[config.mk]
export PLATFORM = sky130hd
export DESIGN_NAME = lifo_stream_reverser
export DESIGN_NICKNAME = d
export VERILOG_FILES = /design/src/rtl/lifo_stream_reverser.sv
export SDC_FILE = /design/constraint.sdc
export NUM_CORES = 1
export LEC_CHECK = 0
export ABC_CLOCK_PERIOD_IN_PS = 1800
export CORE_MARGIN = 2
export CORE_UTILIZATION = 37
export DETAILED_ROUTE_END_ITERATION = 12
export HOLD_SLACK_MARGIN = 0.06
export MAX_ROUTING_LAYER = met4
export PLACE_DENSITY_LB_ADDON = 0.15
export SYNTH_ARGS = -nofsm -noshare
export SYNTH_HDL_FRONTEND = slang
export SYNTH_SLANG_ARGS = --single-unit
[constraint.sdc]
create_clock -name clk_i -period 1.8 [get_ports clk_i]
set_input_delay 0.27 -clock clk_i [delete_from_list [all_inputs] [get_ports clk_i]]
set_output_delay 0.27 -clock clk_i [all_outputs]
set_load 0.01 [all_outputs]
[src/rtl/lifo_stream_reverser.sv]
// Frame reverser. It fills an external LIFO with one input frame and then
// drains the LIFO onto a registered output stream, so each frame comes out
// in reverse order. Words beyond the LIFO capacity are dropped and the drop
// is flagged on overflow_o.
module lifo_stream_reverser #(
  parameter int unsigned DATA_WIDTH  = 32,
  parameter int unsigned DEPTH       = 32,
  parameter int unsigned POP_LATENCY = 0
) (
  input  logic                  clk_i,
  input  logic                  reset_i,
  // input frame stream
  input  logic                  s_valid_i,
  output logic                  s_ready_o,
  input  logic [DATA_WIDTH-1:0] s_data_i,
  input  logic                  s_last_i,
  // reversed output stream
  output logic                  m_valid_o,
  input  logic                  m_ready_i,
  output logic [DATA_WIDTH-1:0] m_data_o,
  output logic                  m_last_o,
  // LIFO master side
  output logic                  push_o,
  output logic [DATA_WIDTH-1:0] push_data_o,
  output logic                  pop_o,
  input  logic [DATA_WIDTH-1:0] pop_data_i,
  input  logic                  lifo_empty_i,
  input  logic                  lifo_full_i,
  output logic                  overflow_o
);

  localparam int unsigned CntW = $clog2(DEPTH) + 1;

  typedef enum logic [0:0] {StFill, StDrain} state_e;

  state_e                state_q, state_d;
  logic [CntW-1:0]       cnt_q, cnt_d;
  logic                  m_valid_q, m_valid_d;
  logic                  m_last_q, m_last_d;
  logic [DATA_WIDTH-1:0] m_data_q, m_data_d;
  logic                  ovf_q, ovf_d;
  logic                  sof_q, sof_d;            // next accepted beat starts a frame
  logic                  inflight_q, inflight_d;  // a pop was issued last cycle
  logic                  inflight_last_q, inflight_last_d;

  logic load_ok;
  logic m_hs;

  // The pushed-word counter is authoritative; the LIFO empty flag is redundant.
  logic unused_empty;
  assign unused_empty = lifo_empty_i;

  // Next-state and LIFO/stream control.
  always_comb begin
    state_d         = state_q;
    cnt_d           = cnt_q;
    m_valid_d       = m_valid_q;
    m_last_d        = m_last_q;
    m_data_d        = m_data_q;
    ovf_d           = ovf_q;
    sof_d           = sof_q;
    inflight_d      = inflight_q;
    inflight_last_d = inflight_last_q;
    s_ready_o       = 1'b0;
    push_o          = 1'b0;
    push_data_o     = s_data_i;
    pop_o           = 1'b0;

    load_ok = (~m_valid_q | m_ready_i) & (cnt_q != '0);
    m_hs    = m_valid_q & m_ready_i;

    unique case (state_q)
      StFill: begin
        s_ready_o = 1'b1;
        push_o    = s_valid_i & ~lifo_full_i;
        if (push_o) begin
          cnt_d = cnt_q + CntW'(1);
        end
        if (s_valid_i) begin
          sof_d = s_last_i;
          if (lifo_full_i) begin
            ovf_d = 1'b1;
          end else if (sof_q) begin
            ovf_d = 1'b0;
          end
          if (s_last_i) begin
            state_d = StDrain;
          end
        end
      end

      StDrain: begin
        if (m_hs) begin
          m_valid_d = 1'b0;
          if (m_last_q) begin
            m_last_d = 1'b0;
            state_d  = StFill;
          end
        end
        if (POP_LATENCY == 0) begin
          if (load_ok) begin
            pop_o     = 1'b1;
            m_data_d  = pop_data_i;
            m_valid_d = 1'b1;
            m_last_d  = (cnt_q == CntW'(1));
            cnt_d     = cnt_q - CntW'(1);
          end
        end else begin
          // Issuing only while nothing is in flight gives at most one
          // outstanding pop and therefore a two-cycle pop spacing.
          if (inflight_q) begin
            m_data_d   = pop_data_i;
            m_valid_d  = 1'b1;
            m_last_d   = inflight_last_q;
            inflight_d = 1'b0;
          end else if (load_ok) begin
            pop_o           = 1'b1;
            cnt_d           = cnt_q - CntW'(1);
            inflight_d      = 1'b1;
            inflight_last_d = (cnt_q == CntW'(1));
          end
        end
        // A frame whose every beat was dropped leaves nothing to drain.
        if ((cnt_q == '0) && !m_valid_q && !inflight_q) begin
          state_d = StFill;
        end
      end

      default: state_d = StFill;
    endcase

    if (reset_i) begin
      push_o = 1'b0;
      pop_o  = 1'b0;
    end
  end

  // State registers.
  always_ff @(posedge clk_i or posedge reset_i) begin
    if (reset_i) begin
      state_q         <= StFill;
      cnt_q           <= '0;
      m_valid_q       <= 1'b0;
      m_last_q        <= 1'b0;
      m_data_q        <= '0;
      ovf_q           <= 1'b0;
      sof_q           <= 1'b1;
      inflight_q      <= 1'b0;
      inflight_last_q <= 1'b0;
    end else begin
      state_q         <= state_d;
      cnt_q           <= cnt_d;
      m_valid_q       <= m_valid_d;
      m_last_q        <= m_last_d;
      m_data_q        <= m_data_d;
      ovf_q           <= ovf_d;
      sof_q           <= sof_d;
      inflight_q      <= inflight_d;
      inflight_last_q <= inflight_last_d;
    end
  end

  assign m_valid_o  = m_valid_q;
  assign m_last_o   = m_last_q;
  assign m_data_o   = m_data_q;
  assign overflow_o = ovf_q;

endmodule
==> results.md, run 1 <==
- Data arrival time at the worst-slack endpoint: 1950 ps
- Hold WS: 354 ps
- Total power per unit cell area: 1760 nW/µm²
- Clock Sinks: 43
- Sw Ratio: 0.338
- Width of the die: 82.2 µm
- Cell leakage power: 1.38 nW
- Final weighted congestion of routability-driven global placement: 0.818
- Setup TNS after final layout: 0 ps
- Largest driver fanout on the critical path: 4
- Fin crit period: 1760 ps
- Highest-delay cell along the critical path: or4_4
- Area of the die: 6750 µm²
- Library cells used by synthesis: 39
- Maximum buffer depth of the clock tree: 2
- Part of the total power dissipated in sequential elements: 0.323
- Finish-stage setup viols: 0
- RSZ-0062 raised after global routing: yes
- Initial antenna violation count: 0
- Relative area change from synthesis to final layout: 36.5%
- Count of standard-cell rows: 28
- Sequential area share after synthesis: 0.476
- Count of buffers inserted at the top-level ports: 75
- Cells along the critical path: buf_4, or4_4, nor3_4, nor2_2, o22a_1
- FFs w/ async S/R, synth: 1.00
- # nets final: approximately 310
- Synthesized flop and latch total: 43
- Internal power component: 0.00360 W
- Count of antenna-violating nets left after detailed routing: 0
- Number of global-route vias before repair: between 1500 and 2000
- Global-route wire length before repair: 7.91 mm
- Vias per Instance: 4.73
- Number of antenna repair diodes: 0
- Outcome: finished clean
- Maximum vdd drop: just under 800 µV
- Post-Synthesis Cells: ~170
- Number of enable flip-flop cells after synthesis: 0
- Number of buffers inserted by hold repair at cts: 0
- Overall overflow remaining after global route: 0
- Switching power: 0.00184 W
- Comb power frac: 0.558
- Max Clock Skew: 9.18 ps
- Synth warnings: 0
- Number of max-cap violations: 0
- Final cycle utilization of the critical path: 0.979
- Mean instance size in the synthesized netlist: about 13 µm²
- Die span in y: just over 80 µm
- Largest net degree at the start of global routing: 23
- Power share of the clock group: 0.119
- Routed wire length per instance: 16.5 µm
- Count of boundary I/O pins: 141
- Worst Path Class, Setup: flop to flop
- Final WL: 5.11 mm
- Maximum clock rate: around 570 MHz
- Worst Tran Pin Value: 360 ps
- Filler instances: 496
- CP peak stage delay: 550 ps
- Number of detailed-route iterations in the first pass: 4
- Power after layout: approximately 0.0054 W
- Post-Synthesis Net Count: 244
- Required time of the worst setup path: just under 2000 ps
- Maximum level of the CTS H-tree: 2
- Clock root buffer: clkbuf_8
- Top_reg_cell synth: dfrtp_1
- Area of the core: 5920 µm²
- Final Hold Fails: 0
- Layout cell share with drive strength beyond 1: 0.306
- All-Layer GR Usage: 0.159
- CTS clock-pin slew for the worst setup and hold paths: 100 ps
- Pins over their slew limit: 0
- CTS tree: done
- Utilization after layout: 0.521
- Via count of the routed design: 1466
- Mapped Area: 2260 µm²
- Initial DRC count: 63
- Startpoint kind of the worst setup timing path: flop
- Inserted Clock Buffers: 5
- Crit end category: flop
- Relative slew slack: 0.760
- Starting density of the core: 0.382
- Dpl hpwl: 3.94 mm
- DRC violation count after routing: 0
- Worst skew pair latency: about 300 ps
- Class of the worst hold path: input pin to async pin
[timing repair]
action                                  4_1_cts  5_1_grt
pin swaps                                     1        2
buffers inserted                              1        0
endpoints found under the setup margin        3       24
resized for setup                             6        5
[cells in the final DEF (no fill, tap or decap), drive strengths merged, types with 2 or more instances in the layout]
cell type / netlist / final
clkdlybuf4s50: 0 / 72
o21ai: 4 / 4
a21oi: 4 / 4
buf: 36 / 20
nor2b: 2 / 2
mux2: 32 / 32
nand2: 7 / 7
nor3b: 2 / 2
xnor2: 2 / 2
nand3: 2 / 2
dfrtp: 42 / 42
inv: 6 / 6
clkbuf: 0 / 5
ha: 4 / 4
nor3: 3 / 3
and2: 2 / 2
clkinvlp: 0 / 2
nor2: 3 / 3
dlygate4sd2: 0 / 2
xor2: 3 / 3
[flip-flops by register name (all words and copies together), names as in the netlist]
signal / flops
cnt_q: 6
overflow_o: 1
m_valid_o: 1
m_data_o: 32
state_q: 1
sof_q: 1
m_last_o: 1
[path summary, 6_finish.rpt]
kind                                 to      from  cells after the start  slack [ps]
hold / removal             m_data_o[20]   reset_i                      3         350
hold reg to reg                   sof_q     sof_q                      2         500
max in group asynchronous         sof_q   reset_i                      3        1210
min in group clk_i                sof_q     sof_q                      2         500
setup / recovery               cnt_q[1]  cnt_q[5]                      5          40
setup reg to reg               cnt_q[1]  cnt_q[5]                      5          40
[layer usage]
metal,track usage,vias to the layer above,wire [µm]
li1,-,670,-
met1,0.186,699,2120
met2,0.254,70,2350
met3,0.0511,27,480
met4,0.0633,0,157
met5,-,-,0
[per-stage QoR]
step	instances	cell area [µm²]	setup slack, ps
floorplan	169	2260	46.0
global placement	301	2970	-296
detailed placement	301	2970	-290
CTS	310	3080	-71.2
global route	310	3090	-26.4
finish	310	3090	37.1
[critical path, delay by kind of cell, from the launching register on]
family / cells / cell delay, ps
simple gates: 3 / 870
flops: 1 / 420
buf+inv: 1 / 160
compound gates: 1 / 210
[cell usage after synthesis, types with 2 or more instances]
master / n / area (µm²)
ha_1: 4 / 50.1
mux2_4: 28 / 420
buf_6: 3 / 33.8
and2_1: 2 / 12.5
nand3_1: 2 / 10.0
xnor2_1: 2 / 17.5
a21oi_1: 2 / 10.0
buf_4: 33 / 248
dfrtp_1: 42 / 1050
nand2_1: 7 / 26.3
mux2_1: 4 / 45.0
inv_1: 6 / 22.5
xor2_1: 3 / 26.3
nor3_1: 2 / 10.0
nor2b_1: 2 / 12.5
nor2_1: 2 / 7.51
o21ai_0: 3 / 15.0
[power by group through the flow]
stage / Clock, W / Combinational (W) / Sequential (W)
floorplan: 0 / 0.00151 / 0.00198
global placement: 0 / 0.00296 / 0.00175
detailed placement: 0 / 0.00302 / 0.00177
CTS: 0.000670 / 0.00304 / 0.00176
global route: 0.000711 / 0.00326 / 0.00182
finish: 0.000646 / 0.00303 / 0.00176
[final cells by class]
| class | instances | area (µm²) | share of cell area |
|---|---|---|---|
| Sequential cell | 43 | 1080 | 0.349 |
| Timing Repair Buffer | 94 | 910 | 0.295 |
| Inverter | 6 | 22.5 | 0.00730 |
| Multi-Input combinational cell | 84 | 890 | 0.288 |
| Clock inverter | 3 | 23.8 | 0.00770 |
| Clock buffer | 5 | 68.8 | 0.0223 |
| Tap cell | 75 | 93.8 | 0.0304 |
[logic make-up (layout without fill, tap and decap cells)]
kind of cell / after synthesis / after routing / synth area share
adder cells (fa/ha/maj): 4 / 4 / 0.0221
AND/OR/NAND/NOR: 28 / 28 / 0.0891
XOR/XNOR: 5 / 5 / 0.0194
AO/OA/AOI/OAI: 15 / 15 / 0.0526
multiplexers: 32 / 32 / 0.206
buffers and inverters: 42 / 108 / 0.134
flip-flops: 43 / 43 / 0.476
Power figures use the tool's default switching activity.
==> run 2, diff against run 1 <==
--- a/config.mk
+++ b/config.mk
@@ -11,7 +11,7 @@
 export DETAILED_ROUTE_END_ITERATION = 12
 export HOLD_SLACK_MARGIN = 0.06
 export MAX_ROUTING_LAYER = met4
-export PLACE_DENSITY_LB_ADDON = 0.15
+export PLACE_DENSITY = 0.77
 export SYNTH_ARGS = -nofsm -noshare
 export SYNTH_HDL_FRONTEND = slang
 export SYNTH_SLANG_ARGS = --single-unit
==> run 2 against run 1 <==
Register-to-register slack barely moved. Hold slack improved by 7.1 ps. Global-route usage fell by 0.47 points. Largest cell class unchanged. Critical endpoint is now pop_o. Largest power group unchanged. Critical path type is now flop to output pin.
==> results.md, run 2 (synthesis gave the netlist of run 1 again) <==
- Final cycle utilization of the critical path: 0.976 (-0.00380)
- Count of buffers inserted at the top-level ports: 75 (unchanged)
- Area after detailed placement: 2950 µm² (-0.67%)
- Hold WS: 361 ps (+7.05 ps)
- Filler instances: 499 (+0.60%)
- Fin crit period: 1760 ps (-6.84 ps)
- CTS clock-pin slew for the worst setup and hold paths: 80 ps (-20 ps)
- Die span in y: 82.2 µm (unchanged)
- Commonest cells after routing, fill and taps aside: clkdlybuf4s50_1 (72), dfrtp_1 (41), mux2_4 (28), buf_4 (18), nand2_1 (7)
- Clock Sinks: 43 (unchanged)
- Dpl hpwl: 3.34 mm (-15%)
- Cells along the critical path: nor4_4, a21oi_4, and2_4, buf_2
- Worst Tran Pin Value: 424 ps (+63.6 ps)
- Maximum buffer depth of the clock tree: 2 (unchanged)
- Layout cell share with drive strength beyond 1: 0.316 (+0.0101)
- Count of antenna-violating nets left after detailed routing: 0 (unchanged)
- Overall overflow remaining after global route: 0 (unchanged)
- Starting density of the core: 0.382 (unchanged)
- Crit end category: output pin
- Count of standard-cell rows: 28 (unchanged)
- Vias per Instance: 4.60 (-2.7%)
- Commonest non-fill, non-tap cell in the layout: clkdlybuf4s50_1
- Buf+Inv Stages, Crit Path: 1 (unchanged)
- Setup slack after placement: -258 ps (+31.8 ps)
- Combined area of the multi-input logic cells: 887 µm² (-0.28%)
- CTS tree: done
- Outcome: finished clean
- Highest-delay cell along the critical path: dfrtp_1
- Total power per unit cell area: 1780 nW/µm² (+0.96%)
- Final WL: 4.49 mm (-12%)
- R2R Setup Slk: 50 ps (about the same)
- Finish-stage setup viols: 0 (unchanged)
- Worst skew pair latency: 290 ps (about the same)
- Required time of the worst setup path: 1530 ps (-460 ps)
- Max reg flops: 32 (unchanged)
- All-Layer GR Usage: 0.154 (-0.00474)
- Width of the die: 82.2 µm (unchanged)
- Final weighted congestion of routability-driven global placement: 0.789 (-3.5%)
- Max Clock Skew: 9.66 ps (+0.483 ps)
- Final Hold Fails: 0 (unchanged)
- Cell family contributing the most delay on the critical path: simple AND/OR/NAND/NOR gates
- Maximum level of the CTS H-tree: 2 (unchanged)
- Power after layout: 0.00554 W (+1.8%)
- Data arrival time at the worst-slack endpoint: 1490 ps (-460 ps)
- Number of detailed-route iterations in the first pass: 4 (unchanged)
- Class of the worst hold path: input pin to async pin
- Number of placed cells counting well taps: 300 (-0.33%)
- Final Instance Count excl. Fillers: 312 (+0.65%)
- Via count of the routed design: 1435 (-2.1%)
- Relative area change from synthesis to final layout: 37.6%
- Area of the die: 6750 µm² (unchanged)
- Final setup slack of the worst path: 43.9 ps (+6.84 ps)
- Number of buffers inserted by hold repair at cts: 0 (unchanged)
- Initial antenna violation count: 0 (unchanged)
- Number of antenna repair diodes: 0 (unchanged)
- Largest driver fanout on the critical path: 2 (-2)
- Cell leakage power: 1.41 nW (+2.0%)
- CP peak stage delay: 420 ps (-130 ps)
- RSZ-0062 raised after global routing: yes
- Inserted Clock Buffers: 5 (unchanged)
- Worst Path Class, Setup: flop to output pin
- Maximum vdd drop: 695 µV (-11%)
- Largest net degree at the start of global routing: 35 (+52%)
- Global-route wire length before repair: 7.42 mm (-6.2%)
- # nets final: 311 (+0.65%)
- Pins over their slew limit: 0 (unchanged)
- Relative slew slack: 0.717 (-0.0424)
- Initial DRC count: 41 (-35%)
- Area of the core: 5920 µm² (unchanged)
- Maximum clock rate: 569 MHz (+0.39%)
- Routed wire length per instance: 14.4 µm (-13%)
- Post-route standard cell area excluding fillers: 3110 µm² (+0.85%)
- Number of global-route vias before repair: 1571 (+0.32%)
- Clock root buffer: clkbuf_8
- Count of boundary I/O pins: 141 (unchanged)
- Startpoint kind of the worst setup timing path: flop
- Sequential cell area: 1080 µm² (+0.12%)
- Number of max-cap violations: 0 (unchanged)
- DRC violation count after routing: 0 (unchanged)
[run 2: layer usage]
| metal | part of all wire | GRT usage | up-vias | wire length (µm) |
|---|---|---|---|---|
| met1 | 0.42 | 0.175 | 694 | 1870 |
| met2 | 0.50 | 0.253 | 54 | 2250 |
| met4 | 0.028 | 0.0783 | 0 | 127 |
| met3 | 0.054 | 0.0391 | 13 | 241 |
| li1 | - | - | 674 | - |
| met5 | 0 | - | - | 0 |
[run 2: area by class of cell]
type                    count  area share
flip-flops and latches     43       0.347
repair buffers             96       0.293
well taps                  75      0.0302
multi-input cells          84       0.285
inverters                   6     0.00724
clock buffers               6      0.0265
clock inverters             2      0.0113
[run 2: power breakdown]
group / total [W] / switching [W] / internal (W)
Sequential: 0.00176 / 0.000296 / 0.00146
Combinational: 0.00301 / 0.00116 / 0.00185
Clock: 0.000766 / 0.000317 / 0.000449
[run 2: what timing repair did]
item / CTS / global route
endpoints found under the hold margin: 0 / 0
resized for setup: 8 / 4
endpoints found under the setup margin: 3 / 4
pin swaps: 3 / 0
setup buffers: 3 / 1
[run 2: worst paths after layout]
| path | startpoint | to | depth (start not counted) |
|---|---|---|---|
| hold / removal | reset_i | m_valid_o | 3 |
| hold reg to reg | m_data_o[3] | m_data_o[3] | 1 |
| setup / recovery | cnt_q[3] | pop_o | 4 |
| setup reg to reg | cnt_q[4] | cnt_q[1] | 5 |
| min in group clk_i | m_data_o[3] | m_data_o[3] | 1 |
| max in group asynchronous | reset_i | sof_q | 3 |
[run 2: stage by stage]
stage	utilization	TNS, ps
floorplan	-	0
global placement	0.499	-3220
detailed placement	0.499	-3770
CTS	0.522	0
global route	0.526	-52.2
finish	0.526	0
[run 2: worst reg2reg max path, stage by stage (launching register included)]
cell     delay [ps]
dfrtp_1         420
buf_6           140
or4_4           530
nor3_4          230
nor2_2           90
o22a_1          210
==> RTL change 1 (flow settings as in run 2) <==
`m_data_q` no longer has a reset.
--- a/src/rtl/lifo_stream_reverser.sv
+++ b/src/rtl/lifo_stream_reverser.sv
@@ -144,3 +144,2 @@
       m_last_q        <= 1'b0;
-      m_data_q        <= '0;
       ovf_q           <= 1'b0;
@@ -154,3 +153,2 @@
       m_last_q        <= m_last_d;
-      m_data_q        <= m_data_d;
       ovf_q           <= ovf_d;
@@ -160,2 +158,6 @@
     end
+  end
+
+  always_ff @(posedge clk_i) begin
+    m_data_q <= m_data_d;
   end
Behaviour: differs if reset_i is asserted again (counterexample within 4 cycles, from zero or initial values and one cycle with reset_i high); with reset_i held inactive, the same outputs for 10 cycles.
==> RTL change 1 against run 2 <==
Sequential cell count unchanged; design area down 13%; non-clock buffer count down 5; critical path depth unchanged; synthesized area down 17%; setup slack better by 0.022 ns; routed wire length down 17%; power down 34%; sequential share of layout area up 11 points; critical path type unchanged; largest power group is now registers.
==> RTL change 1: results <==
{
  "outcome": "completed",
  "placed_cell_area_mm2": 0.00261,
  "grt_use_total": 0.136,
  "drtIter0Drc": 8,
  "syn_inst": 132,
  "leakage_nw": 1.04,
  "synthFlopType": "edfxtp_1",
  "dr.pass1.iters": 3,
  "totalWireLength_um": 3730,
  "r2r_setup_slack_ns": 0.27,
  "fin_nets": 272,
  "finalWorstSetupSlack_ns": 0.0661,
  "clock_latency_ns": 0.29,
  "post-place-cells": 256,
  "skew_ns": 0.00452,
  "drive_above_1_share": 0.157,
  "synthTopCellsByArea": "edfxtp_1, dfrtp_1, buf_4",
  "synth_cell_types": 32,
  "grt_pass1_vias": 1198,
  "synth_edf_count": 32,
  "pre_cts_slack_ns": -0.169,
  "grt_pass1_wl_um": 5570,
  "dpl.hpwl_um": 2890,
  "routedWlPerCell_um": 14.1,
  "via_per_inst": 4.59,
  "seq_area_frac_synth": 0.656,
  "synthArstFlopShare": 0.256,
  "synth_common_cells": "buf_4, edfxtp_1, dfrtp_1, nand2_1, inv_1",
  "syn-num-nets": 207,
  "cp.arrival_ns": 1.46,
  "path_clk_slew_ns": 0.08,
  "place.gp.congestion": 0.846,
  "nFillCells": 413,
  "ir_drop_mv": 0.893,
  "p_switching_mw": 1.13,
  "yosys_warnings": 0,
  "holdWs_ns": 0.333
}
## RTL change 1: cell types whose count changed in the layout (fill, tap and decap cells not counted), sizes merged, moves of 2 or more
| cell | run 2 | this run |
|---|---|---|
| buf | 22 | 17 |
| dfrtp | 42 | 10 |
| edfxtp | 0 | 32 |
| a32oi | 0 | 2 |
| mux2 | 32 | 0 |
## RTL change 1: cell families after synthesis
family / Yosys count / synth area share
AO/OA/AOI/OAI: 14 / 0.0531
XOR/XNOR: 5 / 0.0232
adder cells (fa/ha/maj): 4 / 0.0265
buffers and inverters: 38 / 0.140
flip-flops: 43 / 0.656
multiplexers: 1 / 0.00531
AND/OR/NAND/NOR: 27 / 0.0956
## RTL change 1: through the flow
step | TNS [ns] | util
after floorplan | 0 | -
after CTS | 0 | 0.561
final | 0 | 0.561
after global placement | -0.234 | 0.542
after global routing | -0.00984 | 0.561
after detailed placement | -0.235 | 0.542
## RTL change 1: cell type report
| class | instances | area [um2] | area share |
|---|---|---|---|
| sequential | 43 | 1240 | 0.458 |
| tap | 67 | 83.8 | 0.0310 |
| clock buffer | 6 | 72.6 | 0.0269 |
| multi-input combinational | 51 | 400 | 0.148 |
| clock inverter | 2 | 12.5 | 0.00463 |
| timing repair buffer | 91 | 876 | 0.324 |
| inverter | 5 | 18.8 | 0.00695 |
## RTL change 1: routing by layer
| metal | global-route usage | part of all wire | vias up |
|---|---|---|---|
| met5 | - | 0 | - |
| met4 | 0.0663 | 0.036 | 0 |
| met3 | 0.0595 | 0.12 | 28 |
| met2 | 0.231 | 0.50 | 75 |
| met1 | 0.131 | 0.35 | 546 |
| li1 | - | - | 567 |
## RTL change 1: repair_timing
action / CTS / global route
pin swaps: 3 / 0
resized for setup: 7 / 0
setup buffers: 1 / 0
setup endpoints to repair: 3 / 1
## RTL change 1: final timing paths
kind,from,end,cells after the start
hold reg to reg,sof_q,sof_q,2
min in group clk_i,sof_q,sof_q,2
setup reg to reg,cnt_q[3],cnt_q[1],5
setup / recovery,cnt_q[3],pop_o,4
max in group asynchronous,reset_i,sof_q,3
hold / removal,reset_i,cnt_q[2],3
## RTL change 1: power groups by stage
| stage | Sequential [mW] | Clock [mW] | Combinational (mW) |
|---|---|---|---|
| CTS | 1.59 | 0.598 | 1.54 |
| detailed placement | 1.60 | 0 | 1.54 |
| finish | 1.58 | 0.570 | 1.52 |
| floorplan | 1.76 | 0 | 0.611 |
| global route | 1.62 | 0.629 | 1.65 |
| global placement | 1.59 | 0 | 1.51 |
## RTL change 1: worst max-delay path, stage by stage, from the launching register on
cell and delay [ns]:
dfrtp_1 0.41, nor4_4 0.33, nand2_1 0.12, and4_1 0.20, buf_2 0.13
==> RTL change 2 (config.mk and constraints of run 2) <==
Without the edit above. `POP_LATENCY`: 0 -> 1.
--- a/src/rtl/lifo_stream_reverser.sv
+++ b/src/rtl/lifo_stream_reverser.sv
@@ -7,3 +7,3 @@
   parameter int unsigned DEPTH       = 32,
-  parameter int unsigned POP_LATENCY = 0
+  parameter int unsigned POP_LATENCY = 1
 ) (
Function: changed (a bounded check fails within 4 cycles, from zero or initial values and one cycle with reset_i high).
==> RTL change 2 against run 2 <==
Register-to-register slack gained 0.14 ns; worst hold slack gained 0.13 ns; power shrank 1.3%; sequential power grew 2%; setup slack gained 0.0028 ns; non-clock buffer count grew 3; final cell count grew 1.3%; design area shrank 0.96%; die area shrank 3.5%; routed wire length shrank 0.40%; sequential cell count grew 2; synthesized area shrank 3.7%; critical endpoint is now push_o; largest cell class unchanged.
==> RTL change 2: results <==
{
  "n_all_buffers": 99,
  "drtIter0Drc": 31,
  "buf_share": 0.305,
  "outcome": "completed",
  "nFillCells": 490,
  "synth_cell_types": 34,
  "ff_latch_area_mm2": 0.00113,
  "tightest_slew_ns": 0.565,
  "clk_share": 0.0378,
  "rows": 27,
  "clkbuf_count": 7,
  "grt_util_met1": 0.160,
  "finalWorstSetupSlack_ns": 0.0467,
  "start_kind": "input pin",
  "r2r_setup_slack_ns": 0.19,
  "grt_pass1_wl_um": 6900,
  "totalWireLength_um": 4480,
  "grt_use_total": 0.143,
  "yosys.area_share.xor_xnor": 0.0201,
  "synthTopCellsByArea": "dfrtp_1, mux2_2, buf_4",
  "post-place-cells": 304,
  "min-delay-path-class": "reg2reg",
  "multi_input_area_share": 0.255,
  "synth_fa_ha_area_frac": 0.0230,
  "crit_slowest_cell": "clkdlybuf4s50_1",
  "syn-num-nets": 248,
  "startpoint": "s_valid_i",
  "synth_compound_area_frac": 0.0707,
  "met2_usage": 0.238,
  "routedWlPerCell_um": 14.2,
  "placed_cell_area_mm2": 0.00292,
  "fin_nets": 318,
  "nMultiInputCombCells": 86,
  "synth.ff_latch_count": 45,
  "cp-endpoint": "push_o",
  "reg2reg_from": "state_q",
  "grtUsageMet3": 0.0449,
  "dpl.hpwl_um": 3310,
  "drive_above_1_share": 0.311,
  "r2r_end": "cnt_q[5]",
  "postSynthAreaPerCell_um2": 12.6,
  "synth_common_cells": "dfrtp_1, buf_4, mux2_2, nand2_1, inv_1",
  "leakage_nw": 1.33,
  "seq_area_frac_synth": 0.518
}
RTL change 2: worst max-delay path, delay by kind of cell:
kind          cells  cell delay (ns)
buf+inv           2             0.74
simple gates      3             0.47
RTL change 2: layer usage:
layer,vias up,part of all wire
li1,704,-
met1,731,0.41
met2,65,0.50
met3,12,0.076
met4,0,0.013
met5,-,0
RTL change 2: power breakdown:
group          switching [mW]  internal [mW]
sequential              0.278           1.53
combinational            1.11           1.76
clock                   0.330          0.453
total                    1.72           3.74
RTL change 2: timing repair:
action	in CTS	in global routing
setup buffers	3	1
pin swaps	1	3
setup endpoints to repair	2	2
hold buffers	0	0
resized for setup	6	5
RTL change 2: logic make-up after synthesis:
logic type | after synthesis
AOI/OAI and AO/OA | 18
xor gates and xnor gates | 5
adders and majority gates | 4
buffers and inverters | 42
DFF | 45
muxes | 33
and+or+nand+nor | 26
